$ cat src/rtl/flappy_pkg.sv
// ---------------------------------------------------------------------------
// flappy_pkg
// Shared definitions for the game's random-number plumbing:
//   - state_e          : rng_arbiter FSM states (COOL, IDLE, DRAW, RETRY)
//   - RNG_W_DEFAULT    : default width of an LFSR sample / limit
//   - clog2()          : ceiling log2 used for pointer and counter widths
// ---------------------------------------------------------------------------
package flappy_pkg;

   typedef enum logic [1:0] {
      COOL  = 2'd0,
      IDLE  = 2'd1,
      DRAW  = 2'd2,
      RETRY = 2'd3
   } state_e;

   localparam int RNG_W_DEFAULT = 8;

   // Ceiling log2, never below 1 so that a 1-entry pointer or a counter
   // that only ever holds zero still gets a legal vector width.
   function automatic int clog2(input int value);
      int width;
      width = 1;
      while ((1 << width) < value) begin
         width = width + 1;
      end
      return width;
   endfunction

endpackage

$ cat src/rtl/rr_picker.sv
// ---------------------------------------------------------------------------
// rr_picker
// Combinational round-robin select: scans req starting at ptr and wrapping,
// returns the first set index.
//   req  in  N_REQ : pending requests
//   ptr  in  PTR_W : highest-priority index for this scan
//   idx  out PTR_W : chosen requester (0 when none pending)
//   any  out 1     : at least one request pending
// ---------------------------------------------------------------------------
module rr_picker #(
   parameter int N_REQ = 3,
   parameter int PTR_W = 2
) (
   input  logic [N_REQ-1:0] req,
   input  logic [PTR_W-1:0] ptr,
   output logic [PTR_W-1:0] idx,
   output logic             any
);

   // Priority scan from ptr upward; the first hit wins and later hits are ignored.
   always_comb begin
      int cand_s;
      idx    = {PTR_W{1'b0}};
      any    = 1'b0;
      cand_s = 0;
      for (int i = 0; i < N_REQ; i++) begin
         cand_s = int'(ptr) + i;
         if (cand_s >= N_REQ) begin
            cand_s = cand_s - N_REQ;
         end else begin
            cand_s = cand_s;
         end
         if (!any && req[PTR_W'(cand_s)]) begin
            any = 1'b1;
            idx = PTR_W'(cand_s);
         end else begin
            any = any;
         end
      end
   end

endmodule

$ cat src/rtl/rng_arbiter.sv
// ---------------------------------------------------------------------------
// rng_arbiter
// Shares one free-running LFSR byte stream among N_REQ requesters. Grants
// round-robin, keeps at least GAP cycles between samples (consecutive LFSR
// bytes are highly correlated) and rejection-samples into 0..lim, clamping
// to lim after RETRY_MAX rejects.
//   clk       in  1            : clock, rising edge
//   rst       in  1            : synchronous active-high reset
//   rng_in    in  RNG_W        : current LFSR byte
//   req       in  N_REQ        : level requests
//   lim       in  N_REQ*RNG_W  : packed inclusive upper bound per requester
//   gnt       out N_REQ        : one-hot grant pulse, coincident with valid
//   rand_out  out RNG_W        : delivered value, held between deliveries
//   valid     out 1            : delivery pulse
//   busy      out 1            : high while drawing or waiting to retry
// ---------------------------------------------------------------------------
module rng_arbiter
   import flappy_pkg::*;
#(
   parameter int N_REQ     = 3,
   parameter int RNG_W     = RNG_W_DEFAULT,
   parameter int GAP       = 8,
   parameter int RETRY_MAX = 3
) (
   input  logic                   clk,
   input  logic                   rst,
   input  logic [RNG_W-1:0]       rng_in,
   input  logic [N_REQ-1:0]       req,
   input  logic [N_REQ*RNG_W-1:0] lim,
   output logic [N_REQ-1:0]       gnt,
   output logic [RNG_W-1:0]       rand_out,
   output logic                   valid,
   output logic                   busy
);

   localparam int PTR_W = clog2(N_REQ);
   localparam int CNT_W = clog2(GAP);
   localparam int RET_W = clog2(RETRY_MAX + 1);

   // COOL/RETRY run GAP-1 edges (GAP-2 down to 0) so that together with the
   // IDLE and DRAW edges the sample spacing comes out at GAP+1 / GAP.
   localparam logic [CNT_W-1:0] CNT_RELOAD = CNT_W'(GAP - 2);
   localparam logic [RET_W-1:0] RET_LAST   = RET_W'(RETRY_MAX);
   localparam logic [PTR_W-1:0] PTR_LAST   = PTR_W'(N_REQ - 1);

   state_e             state_r, state_s;
   logic [CNT_W-1:0]   cnt_r, cnt_s;
   logic [PTR_W-1:0]   ptr_r, ptr_s;
   logic [PTR_W-1:0]   sel_r, sel_s;
   logic [RET_W-1:0]   retries_r, retries_s;
   logic [N_REQ-1:0]   gnt_r, gnt_s;
   logic [RNG_W-1:0]   rand_r, rand_s;
   logic               valid_r, valid_s;
   logic               busy_r, busy_s;

   logic [PTR_W-1:0]   pick_idx_s;
   logic               pick_any_s;
   logic [RNG_W-1:0]   lim_sel_s;
   logic               req_sel_s;
   logic               deliver_s;
   logic [RNG_W-1:0]   deliver_val_s;

   rr_picker #(
      .N_REQ (N_REQ),
      .PTR_W (PTR_W)
   ) u_picker (
      .req (req),
      .ptr (ptr_r),
      .idx (pick_idx_s),
      .any (pick_any_s)
   );

   assign lim_sel_s = lim[int'(sel_r) * RNG_W +: RNG_W];
   assign req_sel_s = req[sel_r];

   // Next-state and next-output logic; delivery is flagged in the case and
   // applied once afterwards so accept and clamp share one path.
   always_comb begin
      state_s       = state_r;
      cnt_s         = cnt_r;
      ptr_s         = ptr_r;
      sel_s         = sel_r;
      retries_s     = retries_r;
      gnt_s         = {N_REQ{1'b0}};
      rand_s        = rand_r;
      valid_s       = 1'b0;
      deliver_s     = 1'b0;
      deliver_val_s = rng_in;

      case (state_r)
         COOL: begin
            if (cnt_r == CNT_W'(0)) begin
               state_s = IDLE;
            end else begin
               cnt_s = cnt_r - CNT_W'(1);
            end
         end
         IDLE: begin
            if (pick_any_s) begin
               sel_s     = pick_idx_s;
               retries_s = RET_W'(0);
               state_s   = DRAW;
            end else begin
               state_s = IDLE;
            end
         end
         DRAW: begin
            // A dropped request still burns the sample: cool down, no grant.
            if (!req_sel_s) begin
               cnt_s   = CNT_RELOAD;
               state_s = COOL;
            end else if (rng_in <= lim_sel_s) begin
               deliver_s     = 1'b1;
               deliver_val_s = rng_in;
            end else if (retries_r == RET_LAST) begin
               deliver_s     = 1'b1;
               deliver_val_s = lim_sel_s;
            end else begin
               retries_s = retries_r + RET_W'(1);
               cnt_s     = CNT_RELOAD;
               state_s   = RETRY;
            end
         end
         RETRY: begin
            if (!req_sel_s) begin
               cnt_s   = CNT_RELOAD;
               state_s = COOL;
            end else if (cnt_r == CNT_W'(0)) begin
               state_s = DRAW;
            end else begin
               cnt_s = cnt_r - CNT_W'(1);
            end
         end
         default: begin
            cnt_s   = CNT_RELOAD;
            state_s = COOL;
         end
      endcase

      if (deliver_s) begin
         rand_s  = deliver_val_s;
         valid_s = 1'b1;
         for (int i = 0; i < N_REQ; i++) begin
            gnt_s[i] = (PTR_W'(i) == sel_r);
         end
         if (sel_r == PTR_LAST) begin
            ptr_s = PTR_W'(0);
         end else begin
            ptr_s = sel_r + PTR_W'(1);
         end
         cnt_s   = CNT_RELOAD;
         state_s = COOL;
      end else begin
         rand_s = rand_s;
      end

      busy_s = (state_s == DRAW) || (state_s == RETRY);
   end

   // State and registered outputs; reset starts in COOL so the first sample
   // is at least GAP cycles after release.
   always_ff @(posedge clk) begin
      if (rst) begin
         state_r   <= COOL;
         cnt_r     <= CNT_RELOAD;
         ptr_r     <= PTR_W'(0);
         sel_r     <= PTR_W'(0);
         retries_r <= RET_W'(0);
         gnt_r     <= {N_REQ{1'b0}};
         rand_r    <= {RNG_W{1'b0}};
         valid_r   <= 1'b0;
         busy_r    <= 1'b0;
      end else begin
         state_r   <= state_s;
         cnt_r     <= cnt_s;
         ptr_r     <= ptr_s;
         sel_r     <= sel_s;
         retries_r <= retries_s;
         gnt_r     <= gnt_s;
         rand_r    <= rand_s;
         valid_r   <= valid_s;
         busy_r    <= busy_s;
      end
   end

   assign gnt      = gnt_r;
   assign rand_out = rand_r;
   assign valid    = valid_r;
   assign busy     = busy_r;

endmodule

$ cat config.mk
export PLATFORM = sky130hd
export DESIGN_NAME = rng_arbiter
export DESIGN_NICKNAME = d
export VERILOG_FILES = /design/src/rtl/flappy_pkg.sv /design/src/rtl/rr_picker.sv /design/src/rtl/rng_arbiter.sv
export SDC_FILE = /design/constraint.sdc
export NUM_CORES = 1
export LEC_CHECK = 0
export ABC_AREA = 1
export CORE_MARGIN = 2
export CORE_UTILIZATION = 52
export DETAILED_ROUTE_END_ITERATION = 10
export PLACE_DENSITY = 0.85
export SYNTH_ARGS = -nofsm -noshare
export SYNTH_HDL_FRONTEND = slang
export SYNTH_HIERARCHICAL = 1
export SYNTH_SLANG_ARGS = --single-unit
$ cat constraint.sdc
create_clock -name clk -period 4 [get_ports clk]
set_clock_uncertainty 0.2 [all_clocks]
set_input_delay 0.6 -clock clk [delete_from_list [all_inputs] [get_ports clk]]
set_output_delay 0.6 -clock clk [all_outputs]
set_load 0.005 [all_outputs]
==> results of run 1 <==
## where the power goes
group / switching (W) / total [W] / internal (W)
clock network: 0.0000727 / 0.000128 / 0.0000557
logic: 0.000288 / 0.000478 / 0.000190
registers: 0.0000332 / 0.000307 / 0.000274
## registers in the layout, indices dropped and copies added, names as in the netlist, 2 cells and up
| register | count |
|---|---|
| rand_out | 8 |
| cnt_r | 3 |
| gnt | 3 |
| ptr_r | 2 |
| retries_r | 2 |
| sel_r | 2 |
| state_r | 2 |
## through the flow
stage,utilization,area (um2)
after floorplan,-,1860
after global routing,0.712,2410
after global placement,0.702,2380
after CTS,0.712,2410
after detailed placement,0.702,2380
final,0.712,2410
## per-layer routing
layer | wire length [um] | vias to the layer above | global-route usage
met1 | 1990 | 895 | 0.272
met4 | 41 | 0 | 0.0598
met2 | 2220 | 46 | 0.415
met3 | 158 | 5 | 0.0123
li1 | - | 1043 | -
met5 | 0 | - | 0
## worst min path at each step
stage	start	to	slack (ps)
after floorplan	cnt_r[0]$_SDFFE_PP0P_	cnt_r[0]$_SDFFE_PP0P_	240
after global placement	cnt_r[0]$_SDFFE_PP0P_	cnt_r[0]$_SDFFE_PP0P_	250
after detailed placement	cnt_r[0]$_SDFFE_PP0P_	cnt_r[0]$_SDFFE_PP0P_	260
after CTS	cnt_r[0]$_SDFFE_PP0P_	cnt_r[0]$_SDFFE_PP0P_	270
after global routing	cnt_r[0]$_SDFFE_PP0P_	cnt_r[0]$_SDFFE_PP0P_	310
final	cnt_r[0]$_SDFFE_PP0P_	cnt_r[0]$_SDFFE_PP0P_	270
## cell usage in the layout (no fill, tap or decap), types with 7 or more instances in the layout
cell,n
a21oi_1,17
clkdlybuf4s50_1,49
dfxtp_1,24
ha_1,14
inv_1,44
nand2_1,74
nand3_1,34
nand4_1,10
nor2_1,21
o21ai_0,7
o21ai_1,11
## critical path, delay by kind of cell, from the launching register on
family / cells / cell delay, ps
DFF: 1 / 660
adders and majority gates: 1 / 300
buffers and inverters: 2 / 240
and+or+nand+nor: 5 / 1040
AOI/OAI and AO/OA: 3 / 660
## cell families (layout without fill, tap and decap cells)
kind of cell | after synthesis | count (layout) | synth area share
and+or+nand+nor | 155 | 155 | 0.404
buffers and inverters | 57 | 105 | 0.126
AOI/OAI and AO/OA | 39 | 39 | 0.109
DFF | 24 | 24 | 0.258
adders and majority gates | 14 | 14 | 0.0940
xor gates and xnor gates | 1 | 1 | 0.00470
muxes | 1 | 1 | 0.00537
## cells in the mapped netlist
cell type | instances | area share
nand3_1 | 34 | 0.091
dfxtp_1 | 24 | 0.26
nor2_4 | 1 | 0.0060
nand2_2 | 3 | 0.010
buf_6 | 1 | 0.0060
mux2i_1 | 1 | 0.0054
inv_2 | 4 | 0.0081
inv_4 | 1 | 0.0034
ha_1 | 14 | 0.094
nor2_1 | 21 | 0.042
buf_2 | 2 | 0.0054
a21oi_1 | 17 | 0.046
a21o_1 | 1 | 0.0040
nand2_4 | 1 | 0.0060
or2_1 | 1 | 0.0034
clkbuf_1 | 1 | 0.0020
o21ai_1 | 11 | 0.030
nand4_1 | 10 | 0.034
nor3_1 | 2 | 0.0054
inv_1 | 44 | 0.089
nor2_8 | 1 | 0.011
nand3_4 | 2 | 0.019
nand2_1 | 74 | 0.15
nand3_2 | 3 | 0.016
nand3b_1 | 1 | 0.0040
buf_4 | 2 | 0.0081
xor2_1 | 1 | 0.0047
o21ai_0 | 7 | 0.019
o211ai_1 | 1 | 0.0040
a31oi_1 | 2 | 0.0067
nand4_2 | 1 | 0.0067
clkinv_1 | 2 | 0.0040
## layout make-up
cell class / count / area [um2] / share of cell area
Multi-Input combinational cell: 210 / 1150 / 0.476
Timing Repair Buffer: 50 / 498 / 0.206
Tap cell: 46 / 57.6 / 0.0238
Inverter: 51 / 194 / 0.0803
Clock buffer: 4 / 36.3 / 0.0150
Sequential cell: 24 / 480 / 0.199
==> results.md, run 1 <==
- Status: completed
- Placement Setup Slack: 712 ps
- First-pass GRT wire length: 7500 um
- Antenna diodes: 0
- Fin worst setup slack: 828 ps
- CTS tree: built
- Leak Pwr: 1.21 nW
- Die ar.: 4080 um2
- Slew Viols, Final: 0
- Final Hold Viols: 0
- Cells after DPL: 381
- # hold bufs at CTS: 0
- Min-Delay Path Depth: 2
- Die span in x: 63.9 um
- Gate Count Post-Synth: 291
- Gpl congestion: 0.853
- Site row count: 21
- Port bufs: 49
- Critical path class: flop to flop
- Crit-path max cell delay: 660 ps
- Largest net degree at the start of global routing: 19
- Worst Hold Slack: 273 ps
- Period utilisation layout: 0.793
- DRC: 0
- RSZ-0062 raised after global routing: no
- CTS resizes: 0
- Worst setup path endpoint: rand_out[5]$_SDFFE_PP0P_
- Final-layout fill cell count: 309
- Arrival @ worst endpoint: 3230 ps
- CP max-delay cell: dfxtp_1
- DIE HEIGHT: 63.9 um
- Slew margin rel.: 0.647
- Worst EP required: 4060 ps
- CP most frequent cell: nand2_1
- Synth warnings: 6
- Post-Layout Cell Count: 385
- Slew @ Worst Pin: 526 ps
- Initial antenna violation count: 0
- Setup crit end kind: flop
- Peak supply drop: 211 uV
- Area Growth Syn to Fin: 29.6%
- Maxcap violations: 0
- Hold Crit Class: flop to flop
- Unique masters post-synth: 32
- Vias in the first global route: 1835
- P per Cell Area: 378 nW/um2
- Sequential-to-total area share from yosys stat: 0.258
- Syn Area/Cell: 6.40 um2
- IO Count: 50
- Clock latency on the worst-skew pair: 320 ps
- Crit. Startpoint: sel_r[0]$_SDFFE_PP0P_
- CTS sink count: 24
- Final ANT Viol Nets: 0
- R2R Path End: rand_out[5]$_SDFFE_PP0P_
- Total iterations of the first detailed-routing run: 4
- Setup TNS: 0 ps
- Post-DP HPWL: 3610 um
- Drt first-iter violations: 105
- Number of synthesized register bits: 24
- Vias per cell: 5.17
- R2R setup slack: 830 ps
- Mapped Nets: 342
- Starting density of the core: 0.550
- Setup crit start kind: flop
- Routed len/inst: 11.4 um
- Reg2reg path depth: 11
- Min cycle time layout: 3170 ps
- Post-synthesis instance area: 1860 um2
- Clock transition at path regs: 130 ps
- WL final: 4400 um
- Post-CTS setup buffers: 0
- Fmax: 315 MHz
- CP max FO: 14
- Final net count: 391
- H-tree levels: 1
- All-layer global routing usage: 0.222
- Grt total ovfl: 0
- Design Power: 0.000914 W
- CTS root buf: clkbuf_4
- CTS Buf Count: 3
- Cell Chain, Critical Path: inv_2 > nand2_1 > inv_1 > a21oi_1 > ha_1 > a21o_1 > nor2_1 > nand2_1 > nand3_1 > nand3_2 > o21ai_1
- Layout cells sized above 1: 0.0649
- Final count of negative-setup-slack endpoints: 0
- Vias: 1989
- Clock Path Buffers: 2
- R2R Path Start: sel_r[0]$_SDFFE_PP0P_
- Core area: 3390 um2
No activity file was read; power rests on OpenSTA's default activity.
==> run 2: changes to the inputs <==
- CORE_UTILIZATION: 52 -> 44
- PLACE_DENSITY: 0.85 -> 0.77
- clock period: 4 -> 2.7 ns (I/O delays scaled with it)
==> run 2 against run 1 <==
  * Hold slack gained 5.1 ps
  * Sequential power grew 46%
  * Flip-flop and latch count is the same
  * Via count shrank 0.40%
  * Register-to-register slack lost 550 ps
  * Critical path depth grew 6
  * Critical endpoint is now retries_r[1]$_SDFFE_PP0P_
  * Largest cell class unchanged
==> results.md, run 2 (same netlist as run 1, synthesis figures left out) <==
- Die ar.: 4770 um2
- Sw Ratio: 0.402
- DR top layer: met4
- Total iterations of the first detailed-routing run: 4
- Post-DP HPWL: 3680 um
- Clock Path Buffers: 2
- Initial antenna violation count: 0
- Min cycle time layout: 2420 ps
- RSZ-0062 raised after global routing: no
- CTS Buf Count: 3
- Max reg flops: 8
- Reg2reg path depth: 17
- CP max FO: 11
- Final count of negative-setup-slack endpoints: 0
- Clock latency on the worst-skew pair: 270 ps
- Starting density of the core: 0.462
- Gpl congestion: 0.934
- Switching power: 0.000614 W
- Final-layout fill cell count: 379
- M1 WL: 2160 um
- Min-Delay Path Depth: 2
- Site row count: 23
- Final Hold Viols: 0
- Most frequent cells in the layout: nand2_1, clkdlybuf4s50_1, inv_1, nand3_1, dfxtp_1
- CTS root buf: clkbuf_8
- P per Cell Area: 608 nW/um2
- DIE HEIGHT: 69.1 um
- Slew margin rel.: 0.819
- Sequential Power Share: 0.293
- Pint: 0.000915 W
- DRC: 0
- DR WL met2: 2170 um
- Fmax: 413 MHz
- Vias: 1981
- Met3 WL: 171 um
- # hold bufs at CTS: 0
- Period utilisation layout: 0.896
- Post-CTS setup buffers: 0
- Clock transition at path regs: 90 ps
- Area Growth Syn to Fin: 35.1%
- Maxcap violations: 0
- CTS tree: built
- All-layer global routing usage: 0.195
- Core area: 4030 um2
- First-pass GRT wire length: 7980 um
- Clk network pwr share: 0.209
- Peak supply drop: 285 uV
- Slew @ Worst Pin: 269 ps
- Leak Pwr: 1.27 nW
- Setup crit start kind: flop
- Setup crit end kind: flop
- Final core utilization: 0.625
- Vias in the first global route: 1946
- Worst EP required: 2670 ps
- Commonest non-fill, non-tap cell in the layout: nand2_1
- Port bufs: 49
- IO Count: 50
- Antenna diodes: 0
- Layout cells sized above 1: 0.0928
- Reg area: 483 um2
- Setup TNS: 0 ps
- R2R setup slack: 280 ps
- Arrival @ worst endpoint: 2390 ps
- Critical path class: flop to flop
- R2R Path Start: sel_r[1]$_SDFFE_PP0P_
- WL final: 4580 um
- Drt first-iter violations: 67
- Slew Viols, Final: 0
- Hold Crit Class: flop to flop
- Hold path startpoint: cnt_r[0]$_SDFFE_PP0P_
- Final net count: 397
- Grt total ovfl: 0
- R2R Path End: retries_r[1]$_SDFFE_PP0P_
- Status: completed
- Die span in x: 69.1 um
- CTS sink count: 24
- Area of the multi-input gates: 1160 um2
- H-tree levels: 1
- Routed len/inst: 11.6 um
- Gate power share: 0.498
- Worst Hold End: cnt_r[0]$_SDFFE_PP0P_
- Largest net degree at the start of global routing: 15
- Vias per cell: 5.02
- Final ANT Viol Nets: 0
-- run 2: changes by cell type in the layout (fill, tap and decap cells not counted), moves of 2 or more --
cell      delta
clkbuf_8     +2
dfxtp_1      -2
buf_4        +6
clkbuf_4     -3
dfxtp_2      +2
-- run 2: routing by layer --
metal / global-route usage / vias up
li1: - / 1045
met1: 0.250 / 885
met4: 0.0654 / 0
met5: 0 / -
met3: 0.0263 / 8
met2: 0.337 / 43
-- run 2: final cells by class --
type / instances / share of cell area
repair buffers: 56 / 0.216
multi-input cells: 210 / 0.462
clock inverters: 1 / 0.0119
well taps: 50 / 0.0249
inverters: 51 / 0.0771
clock buffers: 3 / 0.0164
flip-flops and latches: 24 / 0.192
-- run 2: worst max path at each step --
stage                                from                         to  slack, ps  depth (start not counted)
finish              sel_r[1]$_SDFFE_PP0P_  retries_r[1]$_SDFFE_PP0P_        280                         17
global route        sel_r[1]$_SDFFE_PP0P_      cnt_r[0]$_SDFFE_PP0P_         40                         18
CTS                 sel_r[1]$_SDFFE_PP0P_  retries_r[1]$_SDFFE_PP0P_         60                         17
detailed placement                lim[16]  retries_r[1]$_SDFFE_PP0P_         -4                         17
global placement                  lim[14]  retries_r[1]$_SDFFE_PP0P_         20                         13
floorplan           sel_r[0]$_SDFFE_PP0P_      cnt_r[2]$_SDFFE_PP1P_        360                         15
-- run 2: per-stage QoR --
| step | total power (W) | cells | cell area (um2) | setup WS, ps | hold slack, ps |
|---|---|---|---|---|---|
| 2_1_floorplan | 0.000987 | 291 | 1860 | 361 | 238 |
| 3_3_place_gp | 0.00118 | 391 | 2430 | 23.3 | 251 |
| 3_5_place_dp | 0.00120 | 391 | 2430 | -4.32 | 268 |
| 4_1_cts | 0.00152 | 395 | 2500 | 57.4 | 281 |
| 5_1_grt | 0.00165 | 395 | 2520 | 39.8 | 311 |
| 6_report | 0.00153 | 395 | 2520 | 280 | 278 |
-- run 2: critical path, stage by stage, from the launching register on --
cell and delay [ps]:
dfxtp_2 420, inv_2 120, nand2_1 130, nor2_1 60, nor3_2 210, inv_1 70
ha_1 170, inv_1 50, nand2_1 40, nand2_1 60, nand2_1 50, nand2_1 50
nand2_1 40, nand2_1 80, buf_4 190, nand4_2 170, a21oi_1 180, nor2_1 60
-- run 2: what timing repair did --
action,in CTS,in global routing
setup endpoints to repair,0,22
gates resized for setup,0,5
hold endpoints to repair,0,0
-- run 2: power by group through the flow --
stage          Combinational, W  Clock [W]  Sequential [W]
3_3_place_gp           0.000727          0        0.000452
3_5_place_dp           0.000745          0        0.000454
4_1_cts                0.000752   0.000321        0.000446
5_1_grt                0.000867   0.000333        0.000454
6_report               0.000761   0.000320        0.000448
2_1_floorplan          0.000543          0        0.000444
==> run 3: changes to the inputs <==
- CORE_UTILIZATION: 44 -> 52
- PLACE_DENSITY: 0.77 -> 0.85
- clock period: 2.7 -> 3.1 ns (I/O delays scaled with it)
==> run 3 against run 2 <==
  * Via count shrank 2.0%
  * Sequential power fell by 13%
  * Global-route usage is 3.6 points higher
  * Combinational power fell by 15%
  * Largest cell class unchanged
  * Largest power group unchanged
  * Highest routed layer unchanged
==> results.md, run 3 (same netlist as run 1, synthesis figures left out) <==
- Sw Ratio: 0.407
- Peak supply drop: 326 uV
- Min-Delay Path Depth: 2
- First-pass GRT wire length: 7820 um
- CTS resizes: 0
- Worst EP required: 3150 ps
- CTS sink count: 24
- RSZ-0062 raised after global routing: no
- CP max-delay cell: dfxtp_1
- Leak Pwr: 1.24 nW
- Die span in x: 63.9 um
- Commonest non-fill, non-tap cell in the layout: nand2_1
- Grt total ovfl: 0
- Final ANT Viol Nets: 0
- Maxcap violations: 0
- Site row count: 21
- Total iterations of the first detailed-routing run: 4
- Cell Chain, Critical Path: inv_2 > nand2_1 > nor2_1 > nor3_1 > inv_1 > ha_1 > inv_1 > nand2_1 > nand2_1 > nand2_1 > nand2_1 > nand2_1 > nand2_1 > buf_4 > nand2_1 > nand2_1 > nand3_1 > a21oi_1
- Die ar.: 4080 um2
- CTS Buf Count: 3
- Crit path buf inv count: 4
- Clk network pwr share: 0.175
- Crit-path max cell delay: 500 ps
- Reg2reg path depth: 18
- Clock transition at path regs: 130 ps
- P per Cell Area: 512 nW/um2
- CP max FO: 11
- Clock latency on the worst-skew pair: 310 ps
- Hold Crit Class: flop to flop
- Vias per cell: 5.01
- Vias: 1942
- Layout cells sized above 1: 0.0731
- Max reg flops: 8
- CTS tree: built
- R2R setup slack: 440 ps
- Post-Place Cell Area: 2400 um2
- Largest net degree at the start of global routing: 19
- Post-DP HPWL: 3560 um
- Setup crit start kind: flop
- CP most frequent cell: nand2_1
- Port bufs: 49
- Slew Viols, Final: 0
- Antenna diodes: 0
- Period utilisation layout: 0.859
- Routed len/inst: 11.6 um
- Gpl congestion: 0.890
- Cell family with most CP delay: simple AND/OR/NAND/NOR gates
- Sequential Power Share: 0.310
- Core area: 3390 um2
- Critical path depth: 18
- Gate power share: 0.515
- Switching power: 0.000511 W
- Crit. Startpoint: sel_r[1]$_SDFFE_PP0P_
- Design Area, Final: 2450 um2
- WL final: 4490 um
- Final count of negative-setup-slack endpoints: 0
- Hold path startpoint: cnt_r[0]$_SDFFE_PP0P_
- Post-CTS setup buffers: 0
- Fmax: 375 MHz
- # hold bufs at CTS: 0
- Arrival @ worst endpoint: 2720 ps
- IO Count: 50
- Slew @ Worst Pin: 370 ps
- Critical path class: flop to flop
- Slew margin rel.: 0.751
- DIE HEIGHT: 63.9 um
- Starting density of the core: 0.550
- Final Hold Viols: 0
- Min cycle time layout: 2660 ps
- Status: completed
- R2R Path Start: sel_r[1]$_SDFFE_PP0P_
- Vias in the first global route: 1900
- Most frequent cells in the layout: nand2_1, clkdlybuf4s50_1, inv_1, nand3_1, dfxtp_1
- Setup crit end kind: flop
- Pint: 0.000745 W
- Drt first-iter violations: 49
- All-layer global routing usage: 0.232
- Clock Path Buffers: 2
- Initial antenna violation count: 0
- Area Growth Syn to Fin: 31.7%
- Setup TNS: 0 ps
- DRC: 0
- H-tree levels: 1
- Final net count: 394
- CTS root buf: clkbuf_4
## run 3: changes by cell type in the layout (fill, tap and decap cells not counted), sizes merged
| cell | delta |
|---|---|
| buf | -3 |
## run 3: path summary, 6_finish.rpt
| check | end |
|---|---|
| max | cnt_r[0]$_SDFFE_PP0P_ |
| min reg2reg | cnt_r[0]$_SDFFE_PP0P_ |
| min | cnt_r[0]$_SDFFE_PP0P_ |
| max reg2reg | cnt_r[0]$_SDFFE_PP0P_ |
## run 3: cell type report
cell class | instances | area, um2
multi-input combinational | 210 | 1150
fill | 290 | 936
timing repair buffer | 53 | 520
sequential | 24 | 480
inverter | 51 | 194
tap | 46 | 57.6
clock inverter | 1 | 30.0
clock buffer | 3 | 22.5
## run 3: tightest hold or removal path: stages (launching register included)
cell	delay, ps
dfxtp_1	340
nand2_1	60
a21oi_1	50
## run 3: per-layer routing
metal | track usage | vias up | routed length, um
met3 | 0.0123 | 6 | 142
met2 | 0.426 | 55 | 2260
li1 | - | 1042 | -
met4 | 0.0788 | 0 | 62
met1 | 0.284 | 839 | 2020
met5 | 0 | - | 0
## run 3: power by group through the flow
stage | clock network (W) | registers (W) | logic, W
after CTS | 0.000224 | 0.000388 | 0.000647
after floorplan | 0 | 0.000387 | 0.000473
after global routing | 0.000236 | 0.000394 | 0.000748
final | 0.000220 | 0.000388 | 0.000647
after detailed placement | 0 | 0.000395 | 0.000642
after global placement | 0 | 0.000393 | 0.000626
## run 3: stage by stage
step	setup WS [ps]	util	total power, W	hold WS [ps]	instances
6_report	437	0.724	0.00126	274	388
5_1_grt	117	0.724	0.00138	297	388
4_1_cts	490	0.724	0.00126	278	388
3_5_place_dp	337	0.708	0.00104	258	384
3_3_place_gp	364	0.708	0.00102	254	384
2_1_floorplan	761	-	0.000860	238	291
